## src/rtl/alu_seq_pkg.sv

```systemverilog
// Shared definitions for the ALU sequencer: opcodes, ALU control words,
// sequencer states and the opcode-to-control-word ROM.
package alu_seq_pkg;

    localparam int DATA_W = 16;
    localparam int OP_W   = 5;
    localparam int CTRL_W = 6;

    // Opcodes, in ROM order.
    localparam logic [OP_W-1:0] OP_ZERO    = 5'd0;
    localparam logic [OP_W-1:0] OP_ONE     = 5'd1;
    localparam logic [OP_W-1:0] OP_NEG_ONE = 5'd2;
    localparam logic [OP_W-1:0] OP_X       = 5'd3;
    localparam logic [OP_W-1:0] OP_Y       = 5'd4;
    localparam logic [OP_W-1:0] OP_NOT_X   = 5'd5;
    localparam logic [OP_W-1:0] OP_NOT_Y   = 5'd6;
    localparam logic [OP_W-1:0] OP_NEG_X   = 5'd7;
    localparam logic [OP_W-1:0] OP_NEG_Y   = 5'd8;
    localparam logic [OP_W-1:0] OP_X_INC   = 5'd9;
    localparam logic [OP_W-1:0] OP_Y_INC   = 5'd10;
    localparam logic [OP_W-1:0] OP_X_DEC   = 5'd11;
    localparam logic [OP_W-1:0] OP_Y_DEC   = 5'd12;
    localparam logic [OP_W-1:0] OP_ADD     = 5'd13;
    localparam logic [OP_W-1:0] OP_X_SUB_Y = 5'd14;
    localparam logic [OP_W-1:0] OP_Y_SUB_X = 5'd15;
    localparam logic [OP_W-1:0] OP_AND     = 5'd16;
    localparam logic [OP_W-1:0] OP_OR      = 5'd17;
    localparam logic [OP_W-1:0] OP_MUL     = 5'd18;

    // ALU control words {zx, nx, zy, ny, f, no}.
    localparam logic [CTRL_W-1:0] CTRL_ZERO    = 6'b101010;
    localparam logic [CTRL_W-1:0] CTRL_ONE     = 6'b111111;
    localparam logic [CTRL_W-1:0] CTRL_NEG_ONE = 6'b111010;
    localparam logic [CTRL_W-1:0] CTRL_X       = 6'b001100;
    localparam logic [CTRL_W-1:0] CTRL_Y       = 6'b110000;
    localparam logic [CTRL_W-1:0] CTRL_NOT_X   = 6'b001101;
    localparam logic [CTRL_W-1:0] CTRL_NOT_Y   = 6'b110001;
    localparam logic [CTRL_W-1:0] CTRL_NEG_X   = 6'b001111;
    localparam logic [CTRL_W-1:0] CTRL_NEG_Y   = 6'b110011;
    localparam logic [CTRL_W-1:0] CTRL_X_INC   = 6'b011111;
    localparam logic [CTRL_W-1:0] CTRL_Y_INC   = 6'b110111;
    localparam logic [CTRL_W-1:0] CTRL_X_DEC   = 6'b001110;
    localparam logic [CTRL_W-1:0] CTRL_Y_DEC   = 6'b110010;
    localparam logic [CTRL_W-1:0] CTRL_ADD     = 6'b000010;
    localparam logic [CTRL_W-1:0] CTRL_X_SUB_Y = 6'b010011;
    localparam logic [CTRL_W-1:0] CTRL_Y_SUB_X = 6'b000111;
    localparam logic [CTRL_W-1:0] CTRL_AND     = 6'b000000;
    localparam logic [CTRL_W-1:0] CTRL_OR      = 6'b010101;

    typedef enum logic [2:0] {
        ST_IDLE,
        ST_EXEC,
        ST_MUL_DBL,
        ST_MUL_ADD,
        ST_RESP
    } state_t;

    typedef struct packed {
        logic              legal;
        logic [CTRL_W-1:0] ctrl;
    } op_dec_t;

    // Opcode ROM. MUL reports legal with the adder control word; whether
    // MUL is actually enabled is decided by the instantiating block.
    function automatic op_dec_t op2ctrl(input logic [OP_W-1:0] op);
        op_dec_t dec;
        dec.legal = 1'b1;
        dec.ctrl  = CTRL_ZERO;
        case (op)
            OP_ZERO:    dec.ctrl = CTRL_ZERO;
            OP_ONE:     dec.ctrl = CTRL_ONE;
            OP_NEG_ONE: dec.ctrl = CTRL_NEG_ONE;
            OP_X:       dec.ctrl = CTRL_X;
            OP_Y:       dec.ctrl = CTRL_Y;
            OP_NOT_X:   dec.ctrl = CTRL_NOT_X;
            OP_NOT_Y:   dec.ctrl = CTRL_NOT_Y;
            OP_NEG_X:   dec.ctrl = CTRL_NEG_X;
            OP_NEG_Y:   dec.ctrl = CTRL_NEG_Y;
            OP_X_INC:   dec.ctrl = CTRL_X_INC;
            OP_Y_INC:   dec.ctrl = CTRL_Y_INC;
            OP_X_DEC:   dec.ctrl = CTRL_X_DEC;
            OP_Y_DEC:   dec.ctrl = CTRL_Y_DEC;
            OP_ADD:     dec.ctrl = CTRL_ADD;
            OP_X_SUB_Y: dec.ctrl = CTRL_X_SUB_Y;
            OP_Y_SUB_X: dec.ctrl = CTRL_Y_SUB_X;
            OP_AND:     dec.ctrl = CTRL_AND;
            OP_OR:      dec.ctrl = CTRL_OR;
            OP_MUL:     dec.ctrl = CTRL_ADD;
            default:    dec.legal = 1'b0;
        endcase
        return dec;
    endfunction

endpackage

```

## src/rtl/alu_seq_alu.sv

```systemverilog
// Combinational six-control-bit ALU: optional zero/negate of each input,
// add or AND, optional negate of the result, plus zero/negative flags.
module alu_seq_alu
    import alu_seq_pkg::*;
#(
    parameter int WIDTH = DATA_W
) (
    input  logic [WIDTH-1:0]  i_x,
    input  logic [WIDTH-1:0]  i_y,
    input  logic [CTRL_W-1:0] i_ctrl,
    output logic [WIDTH-1:0]  o_out,
    output logic              o_zr,
    output logic              o_ng
);

    logic             w_zx, w_nx, w_zy, w_ny, w_f, w_no;
    logic [WIDTH-1:0] w_x0, w_x1, w_y0, w_y1, w_fn;

    assign {w_zx, w_nx, w_zy, w_ny, w_f, w_no} = i_ctrl;

    // Input conditioning, function select and output negate; the adder
    // is exactly WIDTH bits wide so the carry out of the top bit is dropped.
    always_comb begin
        w_x0  = w_zx ? '0 : i_x;
        w_x1  = w_nx ? ~w_x0 : w_x0;
        w_y0  = w_zy ? '0 : i_y;
        w_y1  = w_ny ? ~w_y0 : w_y0;
        w_fn  = w_f ? (w_x1 + w_y1) : (w_x1 & w_y1);
        o_out = w_no ? ~w_fn : w_fn;
    end

    assign o_zr = (o_out == '0);
    assign o_ng = o_out[WIDTH-1];

endmodule

```

## src/rtl/alu_sequencer.sv

```systemverilog
// Command-driven ALU controller. Single operations take one EXEC cycle;
// MUL is a left-to-right shift-add over the multiplier bits, using the
// ALU adder for both the doubling and the partial-product add.
module alu_sequencer
    import alu_seq_pkg::*;
#(
    parameter int WIDTH  = 16,
    parameter int MUL_EN = 1
) (
    input  logic             clk,
    input  logic             rst_n,
    input  logic             cmd_valid,
    output logic             cmd_ready,
    input  logic [OP_W-1:0]  cmd_op,
    input  logic [WIDTH-1:0] cmd_x,
    input  logic [WIDTH-1:0] cmd_y,
    output logic             rsp_valid,
    input  logic             rsp_ready,
    output logic [WIDTH-1:0] rsp_data,
    output logic             rsp_zr,
    output logic             rsp_ng,
    output logic             rsp_err,
    output logic             busy
);

    localparam int IDX_W = $clog2(WIDTH);

    state_t            r_state, w_next;
    logic [OP_W-1:0]   r_op;
    logic [WIDTH-1:0]  r_x, r_y, r_acc;
    logic [IDX_W-1:0]  r_idx;
    logic [WIDTH-1:0]  r_data;
    logic              r_zr, r_ng, r_err;

    op_dec_t           w_dec;
    logic              w_legal;
    logic              w_accept;
    logic              w_mul_cmd;
    logic              w_last_bit;
    logic              w_cur_bit;
    logic [WIDTH-1:0]  w_alu_x, w_alu_y, w_alu_o;
    logic [CTRL_W-1:0] w_alu_ctrl;
    logic              w_alu_zr, w_alu_ng;

    assign w_dec      = op2ctrl(r_op);
    assign w_legal    = w_dec.legal && ((r_op != OP_MUL) || (MUL_EN != 0));
    assign w_accept   = cmd_valid && (r_state == ST_IDLE);
    assign w_mul_cmd  = (MUL_EN != 0) && (cmd_op == OP_MUL);
    assign w_last_bit = (r_idx == '0);
    assign w_cur_bit  = r_y[r_idx];

    alu_seq_alu #(
        .WIDTH (WIDTH)
    ) u_alu (
        .i_x    (w_alu_x),
        .i_y    (w_alu_y),
        .i_ctrl (w_alu_ctrl),
        .o_out  (w_alu_o),
        .o_zr   (w_alu_zr),
        .o_ng   (w_alu_ng)
    );

    // State register.
    // NOTE: clocked state uses non-blocking assignments so every register
    // samples pre-edge values regardless of block evaluation order.
    always_ff @(posedge clk or negedge rst_n) begin
        if (!rst_n) begin
            r_state <= ST_IDLE;
        end else begin
            r_state <= w_next;
        end
    end

    // Next-state decode and ALU input steering.
    always_comb begin
        // NOTE: every output gets a default first so no path through the
        // case leaves a signal unassigned and infers a latch.
        w_next     = r_state;
        w_alu_x    = '0;
        w_alu_y    = '0;
        w_alu_ctrl = CTRL_ZERO;
        case (r_state)
            ST_IDLE: begin
                if (w_accept) begin
                    w_next = w_mul_cmd ? ST_MUL_DBL : ST_EXEC;
                end
            end
            ST_EXEC: begin
                if (w_legal) begin
                    w_alu_x    = r_x;
                    w_alu_y    = r_y;
                    w_alu_ctrl = w_dec.ctrl;
                end
                w_next = ST_RESP;
            end
            ST_MUL_DBL: begin
                w_alu_x    = r_acc;
                w_alu_y    = r_acc;
                w_alu_ctrl = CTRL_ADD;
                if (w_cur_bit) begin
                    w_next = ST_MUL_ADD;
                end else if (w_last_bit) begin
                    w_next = ST_RESP;
                end
            end
            ST_MUL_ADD: begin
                w_alu_x    = r_acc;
                w_alu_y    = r_x;
                w_alu_ctrl = CTRL_ADD;
                w_next     = w_last_bit ? ST_RESP : ST_MUL_DBL;
            end
            ST_RESP: begin
                if (rsp_ready) begin
                    w_next = ST_IDLE;
                end
            end
            default: w_next = ST_IDLE;
        endcase
    end

    // Operand capture, multiply accumulator/bit index and result registers.
    // NOTE: the result registers are reset as well, so the response port
    // reads a defined value before the first command completes.
    always_ff @(posedge clk or negedge rst_n) begin
        if (!rst_n) begin
            r_op   <= '0;
            r_x    <= '0;
            r_y    <= '0;
            r_acc  <= '0;
            r_idx  <= '0;
            r_data <= '0;
            r_zr   <= 1'b0;
            r_ng   <= 1'b0;
            r_err  <= 1'b0;
        end else begin
            case (r_state)
                ST_IDLE: begin
                    if (w_accept) begin
                        r_op  <= cmd_op;
                        r_x   <= cmd_x;
                        r_y   <= cmd_y;
                        r_acc <= '0;
                        r_idx <= IDX_W'(WIDTH - 1);
                    end
                end
                ST_EXEC: begin
                    r_data <= w_legal ? w_alu_o : '0;
                    r_zr   <= w_legal ? w_alu_zr : 1'b1;
                    r_ng   <= w_legal ? w_alu_ng : 1'b0;
                    r_err  <= !w_legal;
                end
                ST_MUL_DBL: begin
                    r_acc <= w_alu_o;
                    if (!w_cur_bit) begin
                        if (w_last_bit) begin
                            r_data <= w_alu_o;
                            r_zr   <= w_alu_zr;
                            r_ng   <= w_alu_ng;
                            r_err  <= 1'b0;
                        end else begin
                            r_idx <= r_idx - 1'b1;
                        end
                    end
                end
                ST_MUL_ADD: begin
                    r_acc <= w_alu_o;
                    if (w_last_bit) begin
                        r_data <= w_alu_o;
                        r_zr   <= w_alu_zr;
                        r_ng   <= w_alu_ng;
                        r_err  <= 1'b0;
                    end else begin
                        r_idx <= r_idx - 1'b1;
                    end
                end
                default: ;
            endcase
        end
    end

    assign cmd_ready = (r_state == ST_IDLE);
    assign busy      = (r_state != ST_IDLE);
    assign rsp_valid = (r_state == ST_RESP);
    assign rsp_data  = r_data;
    assign rsp_zr    = r_zr;
    assign rsp_ng    = r_ng;
    assign rsp_err   = r_err;

endmodule

```

## config.mk

```make
export PLATFORM = sky130hd
export DESIGN_NAME = alu_sequencer
export DESIGN_NICKNAME = d
export VERILOG_FILES = /design/src/rtl/alu_seq_pkg.sv /design/src/rtl/alu_seq_alu.sv /design/src/rtl/alu_sequencer.sv
export SDC_FILE = /design/constraint.sdc
export NUM_CORES = 1
export LEC_CHECK = 0
export BUFFER_PORTS_ARGS = -buffer_cell sky130_fd_sc_hd__buf_4
export CAP_MARGIN = 0
export CORE_UTILIZATION = 40
export CTS_BUF_LIST = sky130_fd_sc_hd__clkbuf_16
export DETAILED_ROUTE_END_ITERATION = 10
export GPL_ROUTABILITY_DRIVEN = 1
export RECOVER_POWER = 25
export SLEW_MARGIN = 10
export SYNTH_ARGS = -nofsm -noshare
export SYNTH_HDL_FRONTEND = slang
export SYNTH_SLANG_ARGS = --single-unit
```

## constraint.sdc

```tcl
create_clock -name clk -period 4.6 [get_ports clk]
set_input_delay 0.46 -clock clk [delete_from_list [all_inputs] [get_ports clk]]
set_output_delay 0.46 -clock clk [all_outputs]
set_load 0.1 [all_outputs]
```

==> impl_metrics.json, run 1 <==
{
  "synthTopCellsByArea": "dfrtp_1 35%, xnor2_1 8.6%, mux2_2 7.3%",
  "ys_top_cells_by_count": "78 x dfrtp_1, 69 x nand2_1, 54 x xnor2_1",
  "drc": 0,
  "grt_first_pass_wirelength_um": 23700,
  "fp.dieH_um": 119,
  "synthAdderAreaFrac": 0.0440,
  "synthSimpleGateAreaFrac": 0.153,
  "final_util": 0.506,
  "synth_warnings": 0,
  "total_power_mw": 5.85,
  "routed_wirelength_um": 14700,
  "synth_top_family_by_area": "compound AO/OA/AOI/OAI gates",
  "synth.yosys.seq_area_share": 0.354,
  "ys_async_sr_fraction": 1.00,
  "vias_per_cell": 5.52,
  "post_cts_resized": 0,
  "synth_cell_type_count": 62,
  "run_status": "finished with violations",
  "hold_viol": 0,
  "p_sw_frac": 0.502,
  "synthMostInstantiatedCell": "dfrtp_1",
  "path_class": "reg -> reg",
  "initial_core_util": 0.414,
  "muxShareOfSynthArea": 0.137,
  "grt_use_total": 0.213,
  "cp_max_fo": 15,
  "startpoint_type": "register",
  "p_sw_mw": 2.93,
  "vias": 4766,
  "first_global_vias": 4593,
  "power_frac_comb": 0.652,
  "whs_ns": 0.347,
  "internal_power_mw": 2.91,
  "violations": "max-capacitance violations, max-slew violations",
  "drtPass1Iterations": 5,
  "cts_buffers": 9,
  "clock_latency_ns": 0.34,
  "tns_ns": 0,
  "final-max-slew-violation-count": 79,
  "crit_arrival_ns": 4.52,
  "syn-num-nets": 665,
  "yosysTopAreaCell": "dfrtp_1",
  "gp_congestion": 0.902,
  "critPathRequiredTime_ns": 4.83,
  "ctsHoldBuffers": 0,
  "antenna_found_initial": 0,
  "cts_root_buf": "clkbuf_16",
  "syn-cell-area_um2": 5520,
  "slew_headroom": -0.255,
  "drt-initial-drc-count": 261,
  "ys_ff_latch": 78,
  "synth_compound_area_frac": 0.182,
  "synth_xor_area_frac": 0.0904,
  "clockPowerShare": 0.132,
  "clockBufferDepth": 2,
  "rows": 42,
  "die-area_um2": 14300,
  "p_seq_frac": 0.216,
  "maxCapViolCount": 1,
  "period_share": 0.932,
  "hold_path.class": "in -> reg",
  "avgSynthCellArea_um2": 9.11,
  "grt_start_max_net_pins": 79,
  "cts_tree": "done",
  "post_drt_wl_per_cell_um": 17.0,
  "min_period_ns": 4.29,
  "setup_viol": 0,
  "p_leak_nw": 2.95,
  "ant_nets": 0,
  "finalNetCount": 741,
  "rsz0062_at_grt": "no",
  "post_cts_buffers": 0,
  "clkTransAtPathRegs_ns": 0.06,
  "ioPinCount": 63,
  "grt_overflow": 0,
  "antenna_cells": 0,
  "skew_ns": 0.00994,
  "max_freq_mhz": 233,
  "tightest_slew_ns": 1.88,
  "irDropWorstVdd_mv": 0.391,
  "cts.sinks": 78,
  "synth_enable_flop_cells": 0,
  "worst_setup_path_end_kind": "register",
  "die-width_um": 119,
  "core_um2": 13300,
  "power_density_nw_per_um2": 866,
  "area_growth_syn_to_layout_pct": 22.3,
  "dp_hpwl_um": 11500,
  "synth_top_cell_area_share": 0.354,
  "syn_inst": 606,
  "numPortBuffers": 62,
  "drive_above_1_share": 0.250,
  "cts_htree_levels": 3,
  "synth-main-ff-cell": "dfrtp_1"
}
## worst paths after layout
check / end / startpoint / cells past startpoint / slack [ns]
hold / removal: r_op[1] / cmd_op[1] / 3 / 0.35
setup reg to reg: rsp_zr / r_op[2] / 19 / 0.31
hold reg to reg: rsp_data[12] / rsp_data[12] / 2 / 0.49
setup / recovery: rsp_zr / r_op[2] / 19 / 0.31
max in group asynchronous: rsp_zr / rst_n / 1 / 2.84
min in group asynchronous: r_y[0] / rst_n / 1 / 0.64
## worst max-delay path, stage by stage, from the launching register on
cell	delay [ns]
dfrtp_1	0.39
buf_4	0.19
nor2_1	0.14
o21a_1	0.13
o21ai_0	0.07
a21oi_1	0.22
buf_4	0.24
nor2_1	0.08
xnor2_1	0.12
ha_1	0.36
and3_1	0.23
a221oi_2	0.10
o31a_1	0.34
buf_4	0.16
or4b_1	0.52
nand3_1	0.14
xnor2_2	0.12
nor4b_2	0.20
and4_1	0.22
a31o_1	0.21
## power by group through the flow
stage | Combinational (mW) | Clock (mW) | Sequential [mW]
2_1_floorplan | 2.27 | 0 | 1.67
3_3_place_gp | 3.73 | 0 | 1.26
3_5_place_dp | 3.76 | 0 | 1.27
4_1_cts | 3.78 | 0.790 | 1.26
5_1_grt | 4.08 | 0.812 | 1.31
6_report | 3.81 | 0.771 | 1.27
## cells in the final DEF (no fill, tap or decap), types with 5 or more instances in the layout
cell type	count
a22o_1	24
nor3_1	8
nand3_1	10
mux2_2	36
nand2_1	69
dfrtp_1	78
mux2i_1	24
clkbuf_16	9
a21oi_1	35
nor2_1	53
ha_1	17
nand2b_1	8
o21a_1	5
o21ai_0	27
buf_4	97
o21ai_1	20
inv_1	11
a21o_1	9
xnor2_1	53
a31oi_1	6
## metal layers
metal | routed length, um | GRT usage | up-vias
li1 | - | - | 2319
met1 | 7170 | 0.300 | 2308
met2 | 6510 | 0.321 | 113
met3 | 480 | 0.0268 | 26
met4 | 527 | 0.104 | 0
met5 | 0 | 0 | -
## sequential cells by signal (all words and copies together), names as in the netlist
signal and flops:
rsp_err 1, rsp_zr 1, r_op 5, r_y 16
r_idx 4, rsp_data 16, r_x 16, r_acc 16
r_state 3
## cells by family after synthesis
family	count (synthesis)
AOI/OAI and AO/OA	154
xor gates and xnor gates	57
adders and majority gates	19
buffers and inverters	50
DFF	78
muxes	66
and+or+nand+nor	182
## through the flow
step           std cells  setup slack (ns)  area (um2)
4_1_cts              863             0.143        6720
3_3_place_gp         847             0.293        6400
3_5_place_dp         847             0.161        6400
2_1_floorplan        606            0.0475        5530
5_1_grt              863            0.0180        6750
6_report             863             0.311        6750
## final cells by class
type,instances,area [um2]
Clock buffer,9,225
Clock inverter,7,96.3
Fill cell,1292,6600
Inverter,13,48.8
Multi-Input combinational cell,478,3390
Sequential cell,78,1950
Tap cell,176,220
Timing Repair Buffer,102,813
No activity file was read; power rests on OpenSTA's default activity.
==> run 2: changes to the inputs <==
==> constraint.sdc (replaced) <==
create_clock -name clk -period 4.8 [get_ports clk]
set_input_delay 0.48 -clock clk [delete_from_list [all_inputs] [get_ports clk]]
set_output_delay 0.48 -clock clk [all_outputs]
set_load 0.1 [all_outputs]
==> impl_metrics.json, run 2 (synthesis gave the netlist of run 1 again) <==
{
  "run_status": "finished with violations",
  "violations": "max-capacitance violations, max-slew violations",
  "critPathRequiredTime_ns": 5.08,
  "cts_root_buf": "clkbuf_16",
  "period_share": 0.934,
  "r2r-start": "r_op[1]",
  "initial_core_util": 0.414,
  "path_class": "reg -> reg",
  "drtPass1Iterations": 5,
  "clkTransAtPathRegs_ns": 0.06,
  "tns_ns": 0,
  "critical_path_depth": 17,
  "final-max-slew-violation-count": 79,
  "die-area_um2": 14300,
  "drt-initial-drc-count": 272,
  "clockBufferDepth": 2,
  "reg2reg_to": "rsp_zr",
  "gp_congestion": 0.891,
  "worst_setup_path_end_kind": "register",
  "dp_hpwl_um": 11400,
  "grt_start_max_net_pins": 79,
  "critPathBufInv": 2,
  "first_global_vias": 4701,
  "skew_ns": 0.00734,
  "r2r_setup_slack_ns": 0.32,
  "slew_headroom": -0.285,
  "ctsHoldBuffers": 0,
  "numPortBuffers": 62,
  "core_um2": 13300,
  "drive_above_1_share": 0.237,
  "rows": 42,
  "vias": 4759,
  "antenna_found_initial": 0,
  "area_growth_syn_to_layout_pct": 19.7,
  "hold_path.class": "in -> reg",
  "fp.dieH_um": 119,
  "die-width_um": 119,
  "drc": 0,
  "finalNetCount": 730,
  "crit_family": "simple AND/OR/NAND/NOR gates",
  "min_period_ns": 4.48,
  "setup_viol": 0,
  "hold_viol": 0,
  "worstPathCellList": "a211oi_2, o21a_1, buf_12, a22o_1, nand2_1, xnor2_1, ha_1, and3_1, a221oi_1, o31a_1, buf_4, or4b_1, nand3_1, xnor2_2, nor4b_1, and4_1, a31o_1",
  "cts.sinks": 78,
  "ioPinCount": 63,
  "final_common_cell": "buf_4",
  "rsz0062_at_grt": "no",
  "min_from": "cmd_op[1]",
  "grt_overflow": 0,
  "grt_first_pass_wirelength_um": 24400,
  "post_drt_wl_per_cell_um": 17.6,
  "routed_wirelength_um": 15000,
  "cts_tree": "done",
  "cp_slowest_stage_delay_ns": 0.53,
  "cts_buffers": 9,
  "cpMaxStageDelayCell": "or4b_1",
  "startpoint_type": "register",
  "maxCapViolCount": 1,
  "vias_per_cell": 5.59,
  "cp-startpoint": "r_op[1]",
  "grt_use_total": 0.220,
  "clock_latency_ns": 0.34,
  "cts_htree_levels": 3,
  "crit_arrival_ns": 4.76,
  "crit_end": "rsp_zr",
  "mostFrequentLayoutCells": "88 x buf_4, 78 x dfrtp_1, 69 x nand2_1",
  "cp_max_fo": 30,
  "max_freq_mhz": 223,
  "reg2regPathDepth": 17,
  "ant_nets": 0,
  "tightest_slew_ns": 1.93,
  "antenna_cells": 0
}
run 2: cell type report:
class,count,area (um2)
clock buffer,9,225
clock inverter,7,72.6
tap,176,220
sequential,78,1950
inverter,13,48.8
multi-input combinational,478,3380
fill,1284,6740
timing repair buffer,91,706
run 2: metrics by stage:
| step | area (um2) | hold slack (ns) | std cells | util | setup slack [ns] |
|---|---|---|---|---|---|
| floorplan | 5520 | 0.184 | 606 | - | 0.0826 |
| detailed placement | 6290 | 0.482 | 836 | 0.471 | 0.181 |
| global route | 6610 | 0.367 | 852 | 0.495 | 0.0767 |
| global placement | 6290 | 0.477 | 836 | 0.471 | 0.363 |
| finish | 6610 | 0.368 | 852 | 0.495 | 0.317 |
| CTS | 6590 | 0.342 | 852 | 0.494 | 0.155 |
run 2: metal layers:
layer  track usage  share of wire  wire [um]
met1         0.300           0.47       6990
met2         0.347           0.46       6840
met3        0.0254          0.041        618
met4         0.104          0.035        524
met5             0              0          0
run 2: tightest hold or removal path, cell delays in order:
cell and delay [ns]:
buf_4 0.08, nand2_1 0.03, o21ai_0 0.07
run 2: worst min path at each step:
stage	to	slack [ns]	cells after the start
after floorplan	r_acc[0]	0.18	0
after CTS	r_idx[3]	0.34	1
after global placement	rsp_data[8]	0.48	2
final	r_op[1]	0.37	3
after detailed placement	rsp_data[1]	0.48	2
after global routing	r_x[1]	0.37	2
run 2: repair_timing:
| item | 4_1_cts | 5_1_grt |
|---|---|---|
| endpoints found under the setup margin | 0 | 1 |
| setup buffers | 0 | 0 |
| resized for setup | 0 | 4 |
| hold endpoints to repair | 0 | 0 |
Power of run 2 is not shown: default switching activity piles up to over one toggle a cycle in this logic, so the estimate is an artifact.
==> run 3: changes to the inputs <==
--- a/config.mk
+++ b/config.mk
@@ -7,10 +7,11 @@
 export LEC_CHECK = 0
 export BUFFER_PORTS_ARGS = -buffer_cell sky130_fd_sc_hd__buf_4
 export CAP_MARGIN = 0
-export CORE_UTILIZATION = 40
+export CORE_UTILIZATION = 55
 export CTS_BUF_LIST = sky130_fd_sc_hd__clkbuf_16
 export DETAILED_ROUTE_END_ITERATION = 10
 export GPL_ROUTABILITY_DRIVEN = 1
+export PLACE_DENSITY = 0.76
 export RECOVER_POWER = 25
 export SLEW_MARGIN = 10
 export SYNTH_ARGS = -nofsm -noshare
==> impl_metrics.json, run 3 (synthesis gave the netlist of run 1 again) <==
{
  "fp.dieH_um": 102,
  "cp-startpoint": "r_op[1]",
  "post_cts_resized": 0,
  "hold_viol": 0,
  "die-area_um2": 10400,
  "period_share": 0.939,
  "final-max-slew-violation-count": 79,
  "worst_setup_path_end_kind": "register",
  "crit_end": "rsp_zr",
  "grtUsageMet1": 0.451,
  "hold_path.class": "in -> reg",
  "dp_hpwl_um": 11000,
  "drt-initial-drc-count": 393,
  "grt_use_total": 0.297,
  "run_status": "finished with violations",
  "cts_tree": "done",
  "grt_start_max_net_pins": 79,
  "vias_per_cell": 5.92,
  "slew_headroom": -0.278,
  "gr-usage-met2": 0.423,
  "clock_latency_ns": 0.34,
  "critPathBufInv": 0,
  "gp_congestion": 0.953,
  "crit_arrival_ns": 4.78,
  "max_freq_mhz": 222,
  "mostFrequentLayoutCells": "80 x buf_4, 78 x dfrtp_1, 69 x nand2_1",
  "drtPass1Iterations": 5,
  "first_global_vias": 4407,
  "finalNetCount": 724,
  "tightest_slew_ns": 1.92,
  "top_usage_layer": "met1",
  "final_common_cell": "buf_4",
  "clkTransAtPathRegs_ns": 0.06,
  "cts_buffers": 9,
  "cts_htree_levels": 3,
  "antenna_found_initial": 0,
  "ioPinCount": 63,
  "grt_first_pass_wirelength_um": 23300,
  "critical_path_depth": 16,
  "met3_usage": 0.0342,
  "r2r-start": "r_op[1]",
  "ctsHoldBuffers": 0,
  "die-width_um": 102,
  "crit_family": "compound AO/OA/AOI/OAI gates",
  "min_period_ns": 4.51,
  "reg2regPathDepth": 16,
  "cts_root_buf": "clkbuf_16",
  "routed_wirelength_um": 14600,
  "r2r_setup_slack_ns": 0.29,
  "clockBufferDepth": 2,
  "grt_overflow": 0,
  "maxCapViolCount": 1,
  "rows": 36,
  "setup_viol": 0,
  "area_growth_syn_to_layout_pct": 18.1,
  "path_class": "reg -> reg",
  "reg2reg_to": "rsp_zr",
  "cp_max_fo": 9,
  "cp_slowest_stage_delay_ns": 0.47,
  "cts.sinks": 78,
  "critPathRequiredTime_ns": 5.07,
  "ant_nets": 0,
  "core_um2": 9730,
  "skew_ns": 0.00716,
  "initial_core_util": 0.567,
  "worstPathCellList": "a211oi_2, o21a_1, a22o_1, nand2_1, xnor2_1, ha_1, fa_1, a21o_1, a221oi_1, o21ai_0, and2_1, a221oi_2, o2111ai_1, nor4b_1, and4_1, a31o_1",
  "vias": 4750,
  "drive_above_1_share": 0.227,
  "rsz0062_at_grt": "no",
  "drc": 0,
  "startpoint_type": "register",
  "numPortBuffers": 62,
  "post_cts_buffers": 0,
  "cpMaxStageDelayCell": "dfrtp_1",
  "violations": "max-capacitance violations, max-slew violations",
  "antenna_cells": 0,
  "post_drt_wl_per_cell_um": 18.1,
  "tns_ns": 0
}
==> run 3: cell types whose count changed in the layout (fill, tap and decap cells not counted) <==
cell,before,now
inv_1,11,12
o21ai_1,21,20
buf_12,2,4
buf_4,88,80
o21ai_0,26,27
clkinvlp_4,2,0
clkinv_4,0,2
clkinv_2,2,3
xnor2_2,1,0
inv_6,2,0
xnor2_1,53,54
==> run 3: final cells by class <==
class / count / area, um2
fill: 787 / 3210
multi-input combinational: 478 / 3370
clock buffer: 9 / 225
clock inverter: 7 / 66.3
inverter: 13 / 48.8
tap: 133 / 166
sequential: 78 / 1950
timing repair buffer: 85 / 686
==> run 3: layer usage <==
layer,wire length [um],part of all wire
met1,6810,0.47
met3,873,0.060
met2,6360,0.44
met4,523,0.036
met5,0,0
==> run 3: worst min-delay path, stage by stage <==
cell     delay [ns]
buf_4          0.08
nand2_1        0.04
o21ai_0        0.06
==> run 3: through the flow <==
| step | utilization | cell area, um2 | setup slack, ns | hold slack (ns) | cells |
|---|---|---|---|---|---|
| 3_3_place_gp | 0.639 | 6220 | 0.389 | 0.477 | 787 |
| 3_5_place_dp | 0.639 | 6220 | 0.175 | 0.477 | 787 |
| 4_1_cts | 0.669 | 6510 | 0.152 | 0.336 | 803 |
| 5_1_grt | 0.670 | 6520 | 0.0279 | 0.369 | 803 |
| 6_report | 0.670 | 6520 | 0.292 | 0.360 | 803 |
| 2_1_floorplan | - | 5520 | 0.0826 | 0.184 | 606 |
==> run 3: worst min-delay path by stage <==
stage / from / to / slack [ns] / depth (start not counted)
floorplan: rst_n / r_acc[0] / 0.18 / 0
global placement: rsp_data[8] / rsp_data[8] / 0.48 / 2
detailed placement: rsp_data[8] / rsp_data[8] / 0.48 / 2
CTS: rst_n / rsp_data[3] / 0.34 / 1
global route: cmd_x[13] / r_x[13] / 0.37 / 2
finish: cmd_op[1] / r_op[1] / 0.36 / 3
Power of run 3 is left out for the same reason.
